===== src/rtl/alu_mult_seq.sv =====
// rtl/alu_mult_seq.sv - 8x8 shift-add multiply sequencer driving a shared combinational ALU
// Optional feature macro: MULT_SKIP_ZERO_EN (skip the ADD cycle for zero multiplier bits)
module alu_mult_seq #(
   parameter int CTR_W = 12
) (
   input  logic             clk,
   input  logic             reset,
   input  logic             start,
   input  logic [7:0]       a,
   input  logic [7:0]       b,
   output logic             busy,
   output logic             done,
   output logic [15:0]      product,
   output logic [3:0]       alu_op,
   output logic [7:0]       alu_a,
   output logic [7:0]       alu_b,
   output logic             alu_cin,
   output logic [CTR_W-1:0] alu_ctr,
   input  logic [7:0]       alu_rslt,
   input  logic             alu_cout
);

   localparam logic [3:0] OP_ADD  = 4'b1101;
   localparam logic [3:0] OP_PASS = 4'b1111;

   typedef enum logic [1:0] {
      S_IDLE  = 2'd0,
      S_ADD   = 2'd1,
      S_SHIFT = 2'd2,
      S_DONE  = 2'd3
   } state_t;

   state_t           state;
   logic [7:0]       mcand;
   logic [7:0]       mplier;
   logic [7:0]       acc_hi;
   logic             acc_c;
   logic [2:0]       cnt;
   logic [CTR_W-1:0] ctr;

   // Values of the accumulator and multiplier after a one-bit right shift of {acc_c, acc_hi, mplier}
   logic [7:0] acc_hi_sh;
   logic [7:0] mplier_sh;
   logic       add_from_idle;
   logic       add_from_shift;

   assign acc_hi_sh = {acc_c, acc_hi[7:1]};
   assign mplier_sh = {acc_hi[0], mplier[7:1]};

`ifdef MULT_SKIP_ZERO_EN
   assign add_from_idle  = b[0];
   assign add_from_shift = mplier_sh[0];
`else
   assign add_from_idle  = 1'b1;
   assign add_from_shift = 1'b1;
`endif

   assign alu_ctr = ctr;

   // Sequencer: state, datapath registers and registered ALU/handshake outputs
   always_ff @(posedge clk or negedge reset) begin
      if (!reset) begin
         state   <= S_IDLE;
         mcand   <= 8'h00;
         mplier  <= 8'h00;
         acc_hi  <= 8'h00;
         acc_c   <= 1'b0;
         cnt     <= 3'd0;
         ctr     <= '0;
         busy    <= 1'b0;
         done    <= 1'b0;
         product <= 16'h0000;
         alu_op  <= OP_PASS;
         alu_a   <= 8'h00;
         alu_b   <= 8'h00;
         alu_cin <= 1'b0;
      end else begin
         alu_op  <= OP_PASS;
         alu_a   <= 8'h00;
         alu_b   <= 8'h00;
         alu_cin <= 1'b0;
         done    <= 1'b0;
         case (state)
            S_IDLE: begin
               if (start) begin
                  mcand  <= a;
                  mplier <= b;
                  acc_hi <= 8'h00;
                  acc_c  <= 1'b0;
                  cnt    <= 3'd0;
                  busy   <= 1'b1;
                  if (add_from_idle) begin
                     state  <= S_ADD;
                     ctr    <= ctr + 1'b1;
                     alu_op <= OP_ADD;
                     alu_b  <= b[0] ? a : 8'h00;
                  end else begin
                     state <= S_SHIFT;
                  end
               end
            end
            S_ADD: begin
               acc_c  <= alu_cout;
               acc_hi <= alu_rslt;
               state  <= S_SHIFT;
            end
            S_SHIFT: begin
               acc_c  <= 1'b0;
               acc_hi <= acc_hi_sh;
               mplier <= mplier_sh;
               cnt    <= cnt + 3'd1;
               if (cnt == 3'd7) begin
                  state   <= S_DONE;
                  done    <= 1'b1;
                  product <= {acc_hi_sh, mplier_sh};
               end else if (add_from_shift) begin
                  state  <= S_ADD;
                  ctr    <= ctr + 1'b1;
                  alu_op <= OP_ADD;
                  alu_a  <= acc_hi_sh;
                  alu_b  <= mplier_sh[0] ? mcand : 8'h00;
               end else begin
                  state <= S_SHIFT;
               end
            end
            S_DONE: begin
               busy  <= 1'b0;
               state <= S_IDLE;
            end
            default: state <= S_IDLE;
         endcase
      end
   end

endmodule

===== config.mk =====
export PLATFORM = sky130hd
export DESIGN_NAME = alu_mult_seq
export DESIGN_NICKNAME = d
export VERILOG_FILES = /design/src/rtl/alu_mult_seq.sv
export SDC_FILE = /design/constraint.sdc
export NUM_CORES = 1
export LEC_CHECK = 0
export BUFFER_PORTS_ARGS = -buffer_cell sky130_fd_sc_hd__buf_4
export CORE_MARGIN = 2
export CORE_UTILIZATION = 57
export DETAILED_ROUTE_END_ITERATION = 8
export HOLD_SLACK_MARGIN = 0.05
export PLACE_DENSITY = 0.84
export SLEW_MARGIN = 30
export SYNTH_ARGS = -nofsm -noshare
export SYNTH_HDL_FRONTEND = slang
export SYNTH_SLANG_ARGS = --single-unit

===== constraint.sdc =====
create_clock -name clk -period 4.1 [get_ports clk]
set_input_delay 0.82 -clock clk [delete_from_list [all_inputs] [get_ports clk]]
set_output_delay 0.82 -clock clk [all_outputs]
set_load 0.01 [all_outputs]

==> metrics.md, run 1 <==
| Metric | Value |
|---|---|
| Ant. Diodes | 0 |
| Worst Path Arrival | 2650 ps |
| Overall power | between 2 and 3 mW |
| Final Hold Fails | 0 |
| Post-synthesis mux area share | 10.65% |
| Final max-slew violation count | 0 |
| Yosys top cell area share | between 50% and 60% |
| Compound-gate portion of the synthesized area | 13.63% |
| Leakage | a little under 2 nW |
| Top-Level Pins | 79 |
| Worst r2r src | state[0]$_DFFE_PN0P_ |
| Sequential share of the synthesized area | between 50% and 60% |
| WP buf/inv | 2 |
| Peak supply drop | around 450 uV |
| Crit. End Element | register |
| Pwr dens | approximately 670 mW/mm2 |
| H-tree Lvls | 3 |
| # Max-Cap Violations | 0 |
| R2r endpoint | alu_ctr[1]$_DFFE_PN0P_ |
| Post-synthesis cell type count | 37 |
| DIE HEIGHT | roughly 80 um |
| Core Region | ~0.0055 mm2 |
| DR vias | 2,314 |
| Simple-gate area share of the yosys netlist | 7.443% |
| Mean area per synthesized cell | approximately 13 um2 |
| Worst clock skew | approximately 6.6 ps |
| Cell Area, Synth | about 0.0033 mm2 |
| Drt first pass iters | 4 |
| Clock Path Buffers | 2 |
| Vias in the first global route | around 2,300 |
| Critical-path cell list | inv_1, ha_1, nand2_2, inv_2, nor3_4, mux2_2 |
| Site Rows | 27 |
| Post-cts resize count | 0 |
| GP Congestion | a little over 0.8 |
| Critical Path End | alu_ctr[1]$_DFFE_PN0P_ |
| Die X-Extent | 79.84 um |
| Final min period | between 2000 and 2500 ps |
| Slew @ Worst Pin | 676.0 ps |
| Post-route ant nets | 0 |
| Post-CTS setup buffers | 0 |
| Final setup fails | 0 |
| List of most frequent post-synthesis cells | dfrtp_1 (75), mux2_2 (23), a22o_1 (15), o21ai_0 (15), o22ai_1 (12) |
| CP startpoint | state[0]$_DFFE_PN0P_ |
| Crit path depth | 6 |
| TritonCTS clock tree | yes |
| RSZ-0062 raised after global routing | no |
| Most common cell in the netlist | dfrtp_1 |
| First-pass GRT wire length | between 10,000 and 15,000 um |
| Layout Cells excl Fill | around 400 |
| Drt wl/cell | approximately 16 um |
| Clk_lat worst skew | about 340 ps |
| R2R cell count | 6 |
| FMAX | approximately 0.41 GHz |
| CP Max Fanout | 22 |
| Area Overhead vs Synth | 23.17% |
| Worst slew margin | a little over half |
| Largest delay contributor family on the critical path | simple AND/OR/NAND/NOR gates |
| Via/cell ratio | approximately 5.7 |
| HPWL Detailed | around 4500 um |
| Initial core utilization | between 50 and 60% |
| CTS root buf | clkbuf_8 |
| CTS Hold Bufs | 0 |
| PnR worst setup slack | 1687 ps |
| Setup crit start kind | register |
| Placed cells | 392 |
| Largest family of logic cells by synthesized area | compound AO/OA/AOI/OAI gates |
| EDFF count, synth | 0 |
| Die ar. | 0.006374 mm2 |
| Final Cycle Share | about 60% |
| Top FF cell, synth | dfrtp_1 |
| Ys Warns | 0 |
| Post-Synth XOR/XNOR Area | ~3% |
| Class of the most critical setup path | register to register |
| Post-Syn Instances | between 200 and 300 |
| Min-delay worst type | input port to async pin |
| CP peak stage delay | slightly above 500 ps |
| Post-synthesis async set-or-reset flop share | 100.0% |
| Setup_tns | 0 ps |
| Num CTS Buffers | 9 |
| Initial DRC Count | roughly 280 |
| DRT Wirelength | 6675 um |
| IO buf count | 74 |
| Layout cells sized above 1 | a little over a third |
| Flops & latches, synth | 76 |
| CP max stage cell | nand2_2 |
| CP required | 4330 ps |
| Pin count of the biggest net entering global routing | 77 |
| Outcome | finished, final reports clean |
| Initial antenna violation count | 0 |
| Num Clock Sinks | 76 |
| Synth area leader | dfrtp_1 |
| GRT Total Usage | between 20 and 25% |
| Clock-pin transition on the worst setup and hold timing paths | about 70 ps |
| # DRC | 0 |
| Net count, final | around 370 |
| Post-Synth Adder-Cell Area | under 10% |
| Post-route core utilization | between 70% and 80% |
| Synth top area cells | dfrtp_1 (57%), mux2_2 (7.9%), a22o_1 (4.0%) |
| R2r setup slk | approximately 1700 ps |
| Gr ovfl total | 0 |
| Pre-CTS WS | ~1700 ps |
cells in the final DEF (no fill, tap or decap), types with 2 or more instances in the layout:
cell type,synthesis,final
dfrtp_1,75,75
buf_4,5,74
mux2_2,23,23
a22o_1,15,15
o21ai_0,15,15
o22ai_1,12,12
nand2_1,11,11
clkbuf_8,0,11
a21oi_1,9,9
mux2i_1,9,9
a32oi_1,8,8
inv_1,7,7
and2_1,7,7
ha_1,7,7
xnor2_1,6,6
xor2_1,5,5
nand3_1,4,4
conb_1,2,4
and3_1,3,3
nor2_1,3,3
nor3_1,3,3
nand4_1,3,3
inv_2,2,2
nand2_2,2,2
a32o_1,2,2
clkinv_2,0,2
state kept, by name (all words and copies together) (netlist names):
signal and flops:
cnt 3, done 1, alu_op 1, busy 1
alu_a 8, product 16, alu_ctr 12, acc_hi 8
mcand 8, mplier 7, alu_b 8, acc_c 1
state 2
layout make-up:
class | instances | area (um2)
sequential | 76 | 1903
inverter | 9 | 33.78
multi-input combinational | 160 | 1241
tap | 72 | 90.09
clock inverter | 4 | 47.55
fill | 408 | 1503
clock buffer | 12 | 155.1
timing repair buffer | 75 | 566.8
per-stage QoR:
stage                     hold WS (ps)  area [um2]
after floorplan                  460.6        3286
after global placement           461.4        3829
after detailed placement         473.7        3829
after CTS                        487.9        4031
after global routing             501.7        4038
final                            484.6        4038
layer usage:
metal  routed length, um  track usage [%]  vias to the layer above
met2                3225            35.71                       70
met1                2937            30.83                     1153
met3                 376            4.977                       17
met5                   0                0                        -
li1                    -                -                     1074
met4                 136            11.86                        0
cell families after synthesis:
logic type               count (synthesis)
AND/OR/NAND/NOR                         41
multiplexers                            32
AO/OA/AOI/OAI                           65
buffers and inverters                   27
flip-flops                              76
other                                    2
adder cells (fa/ha/maj)                  7
XOR/XNOR                                11
where the power goes:
part           switching, mW  total [mW]  internal, mW  leakage [nW]
clock                  0.259       0.571         0.312         0.102
sequential             0.159        1.13         0.971         0.937
combinational          0.538        1.00         0.466         0.901
total                  0.956        2.71          1.75          1.94
worst min path at each step:
stage	cells after the start	endpoint	from
floorplan	1	alu_b[0]$_DFF_PN0_	mcand[0]$_DFFE_PN0P_
global placement	1	alu_ctr[11]$_DFFE_PN0P_	alu_ctr[11]$_DFFE_PN0P_
detailed placement	1	alu_b[2]$_DFF_PN0_	mcand[2]$_DFFE_PN0P_
CTS	1	alu_ctr[11]$_DFFE_PN0P_	alu_ctr[11]$_DFFE_PN0P_
global route	1	alu_ctr[11]$_DFFE_PN0P_	alu_ctr[11]$_DFFE_PN0P_
finish	1	product[2]$_DFFE_PN0P_	reset
No activity file was read; power rests on OpenSTA's default activity.
==> run 2, diff against run 1 <==
- CORE_UTILIZATION: 57 -> 53
- PLACE_DENSITY: 0.84 -> 0.79
- clock period: 4.1 -> 2.4 ns (I/O delays scaled with it)
==> run 2 against run 1 <==
Compared with the run above: critical path depth stayed put; global-route usage is 0.51 points lower; worst setup slack worse by 1300 ps; largest power group unchanged; final cell count is 2.2% higher; clock-buffer cell count is 1 lower.
==> metrics.md, run 2 (synthesis gave the netlist of run 1 again) <==
| Metric | Value |
|---|---|
| Leakage | 1.981 nW (was 1.941 nW) |
| Top-Level Pins | 79 (unchanged) |
| First-pass GRT wire length | 11,430 um (was 11,110 um) |
| Commonest non-fill, non-tap cell in the layout | buf_4 (was dfrtp_1) |
| Worst r2r src | state[0]$_DFFE_PN0P_ (unchanged) |
| Pwr dens | 1165 mW/mm2 (was 670.0 mW/mm2) |
| Final min period | 1971 ps (was 2413 ps) |
| CP peak stage delay | 400 ps (was 510 ps) |
| Min-delay worst type | input port to async pin (unchanged) |
| Clock-pin transition on the worst setup and hold timing paths | 80 ps (was 70 ps) |
| Worst slew margin | 61.87% (was 54.93%) |
| Commonest cells after routing, fill and taps aside | buf_4 (80), dfrtp_1 (75), mux2_2 (23) (was dfrtp_1 (75), buf_4 (74), mux2_2 (23)) |
| Drt first pass iters | 4 (unchanged) |
| Final max-slew violation count | 0 (unchanged) |
| Vias in the first global route | 2,360 (was 2,340) |
| Post-CTS setup buffers | 0 (unchanged) |
| Fill cell count | 465 (was 408) |
| Outcome | finished, final reports clean (unchanged) |
| R2r endpoint | alu_ctr[9]$_DFFE_PN0P_ (was alu_ctr[1]$_DFFE_PN0P_) |
| Final setup fails | 0 (unchanged) |
| CTS root buf | clkbuf_8 (unchanged) |
| Layout cells sized above 1 | 37.72% (was 36.31%) |
| CP max stage cell | dfrtp_1 (was nand2_2) |
| CP Max Fanout | 16 (was 22) |
| R2R cell count | 6 (unchanged) |
| Largest register FFs | 16 (unchanged) |
| Critical-path cell list | inv_1, ha_2, nand2b_1, nand4_1, nor3_1, xor2_1 (was inv_1, ha_1, nand2_2, inv_2, nor3_4, mux2_2) |
| Net count, final | 372 (was 366) |
| FMAX | 0.5074 GHz (was 0.4144 GHz) |
| GRT Total Usage | 22.58% (was 23.08%) |
| Multi-input gate area | 0.001241 mm2 (unchanged) |
| Initial DRC Count | 139 (was 279) |
| Num CTS Buffers | 9 (unchanged) |
| Placed cells | 401 (was 392) |
| DIE HEIGHT | 82.65 um (was 79.84 um) |
| H-tree Lvls | 3 (unchanged) |
| Initial core utilization | 55.04% (was 59.17%) |
| Worst Hold Slack | 101.7 ps (was 484.6 ps) |
| R2r setup slk | 430 ps (was 1690 ps) |
| Setup_tns | 0 ps (unchanged) |
| Reg with most FFs | product (unchanged) |
| RSZ-0062 raised after global routing | no (unchanged) |
| Gr ovfl total | 0 (unchanged) |
| Final Cycle Share | 82.13% (was 58.86%) |
| Final Hold Fails | 0 (unchanged) |
| Class of the most critical setup path | register to register (unchanged) |
| Pin count of the biggest net entering global routing | 40 (was 77) |
| TritonCTS clock tree | yes (unchanged) |
| Site Rows | 28 (was 27) |
| DRT Wirelength | 6936 um (was 6675 um) |
| Peak supply drop | 843.5 uV (was 453.0 uV) |
| Register area | 0.001903 mm2 (unchanged) |
| DR vias | 2,340 (was 2,314) |
| Clock Path Buffers | 2 (unchanged) |
| Area Overhead vs Synth | 25.92% (was 23.17%) |
| Ant. Diodes | 0 (unchanged) |
| Crit. End Element | register (unchanged) |
| Drt wl/cell | 16.63 um (was 16.36 um) |
| HPWL Detailed | 4791 um (was 4546 um) |
| Setup crit start kind | register (unchanged) |
| GP Congestion | 0.7535 (was 0.8087) |
| Die ar. | 0.006830 mm2 (was 0.006374 mm2) |
| CP required | 2660 ps (was 4330 ps) |
| # Max-Cap Violations | 0 (unchanged) |
| Core Region | 0.005956 mm2 (was 0.005540 mm2) |
| Slew @ Worst Pin | 568.9 ps (was 676.0 ps) |
| # DRC | 0 (unchanged) |
| Worst clock skew | 6.285 ps (was 6.553 ps) |
| Clk_lat worst skew | 340 ps (about the same) |
| Via/cell ratio | 5.612 (was 5.672) |
| Worst Path Arrival | 2240 ps (was 2650 ps) |
| Die X-Extent | 82.65 um (was 79.84 um) |
| Num Clock Sinks | 76 (unchanged) |
| Layout Cells excl Fill | 417 (was 408) |
| IO buf count | 74 (unchanged) |
| Initial antenna violation count | 0 (unchanged) |
| Post-route ant nets | 0 (unchanged) |
==> run 2: cell types whose count changed in the layout (fill, tap and decap cells not counted) <==
cell,change
buf_4,+6
clkinv_2,-2
buf_12,+1
buf_6,-1
bufinv_16,+1
clkbuf_1,-1
clkinv_4,+1
clkinvlp_4,+1
ha_1,-1
ha_2,+1
nor2b_1,+1
nor2b_2,-1
==> run 2: repair_timing <==
action                                  4_1_cts  5_1_grt
gates resized for setup                       0        1
hold buffers                                  0        0
endpoints found under the setup margin        0        3
==> run 2: final cells by class <==
class                   instances  area share, %
clock buffers                  11          3.668
flip-flops and latches         76          46.10
well taps                      75          2.273
clock inverters                 5          2.031
repair buffers                 81          15.03
inverters                       9         0.8184
multi-input cells             160          30.07
==> run 2: worst max path at each step <==
stage | from | end | slack (ps) | depth (start not counted)
2_1_floorplan | cnt[0]$_DFFE_PN0P_ | alu_ctr[1]$_DFFE_PN0P_ | 720 | 6
3_3_place_gp | state[0]$_DFFE_PN0P_ | mplier[1]$_DFFE_PN0P_ | 340 | 6
3_5_place_dp | state[0]$_DFFE_PN0P_ | alu_ctr[9]$_DFFE_PN0P_ | 270 | 6
4_1_cts | state[0]$_DFFE_PN0P_ | mplier[6]$_DFFE_PN0P_ | 220 | 6
5_1_grt | state[0]$_DFFE_PN0P_ | alu_ctr[9]$_DFFE_PN0P_ | 150 | 6
6_report | state[0]$_DFFE_PN0P_ | alu_ctr[9]$_DFFE_PN0P_ | 430 | 6
==> run 2: through the flow <==
stage / utilization (%) / area (um2) / setup slack [ps] / power [mW]
6_report: 69.31 / 4128 / 429.0 / 4.811
4_1_cts: 69.26 / 4125 / 222.7 / 4.830
5_1_grt: 69.31 / 4128 / 153.6 / 5.131
3_5_place_dp: 65.32 / 3890 / 266.1 / 3.705
2_1_floorplan: - / 3286 / 721.9 / 3.116
3_3_place_gp: 65.32 / 3890 / 343.6 / 3.619
==> run 2: power by group <==
group	internal, mW	total [mW]	switching (mW)
clock	0.644	1.11	0.470
combinational	0.830	1.76	0.935
sequential	1.66	1.93	0.274
==> run 2: worst max-delay path, delay by kind of cell (launching register included) <==
kind                     cells  cell delay [ps]
buffers and inverters        1              100
AND/OR/NAND/NOR              3              920
flip-flops                   1              400
adder cells (fa/ha/maj)      1              300
XOR/XNOR                     1              180
==> run 2: metal layers <==
| layer | vias up | GRT usage, % | wire [um] |
|---|---|---|---|
| met5 | - | 0 | 0 |
| met4 | 0 | 11.48 | 68 |
| met3 | 8 | 4.239 | 453 |
| met2 | 73 | 35.08 | 3390 |
| met1 | 1166 | 30.38 | 3024 |
| li1 | 1093 | - | - |
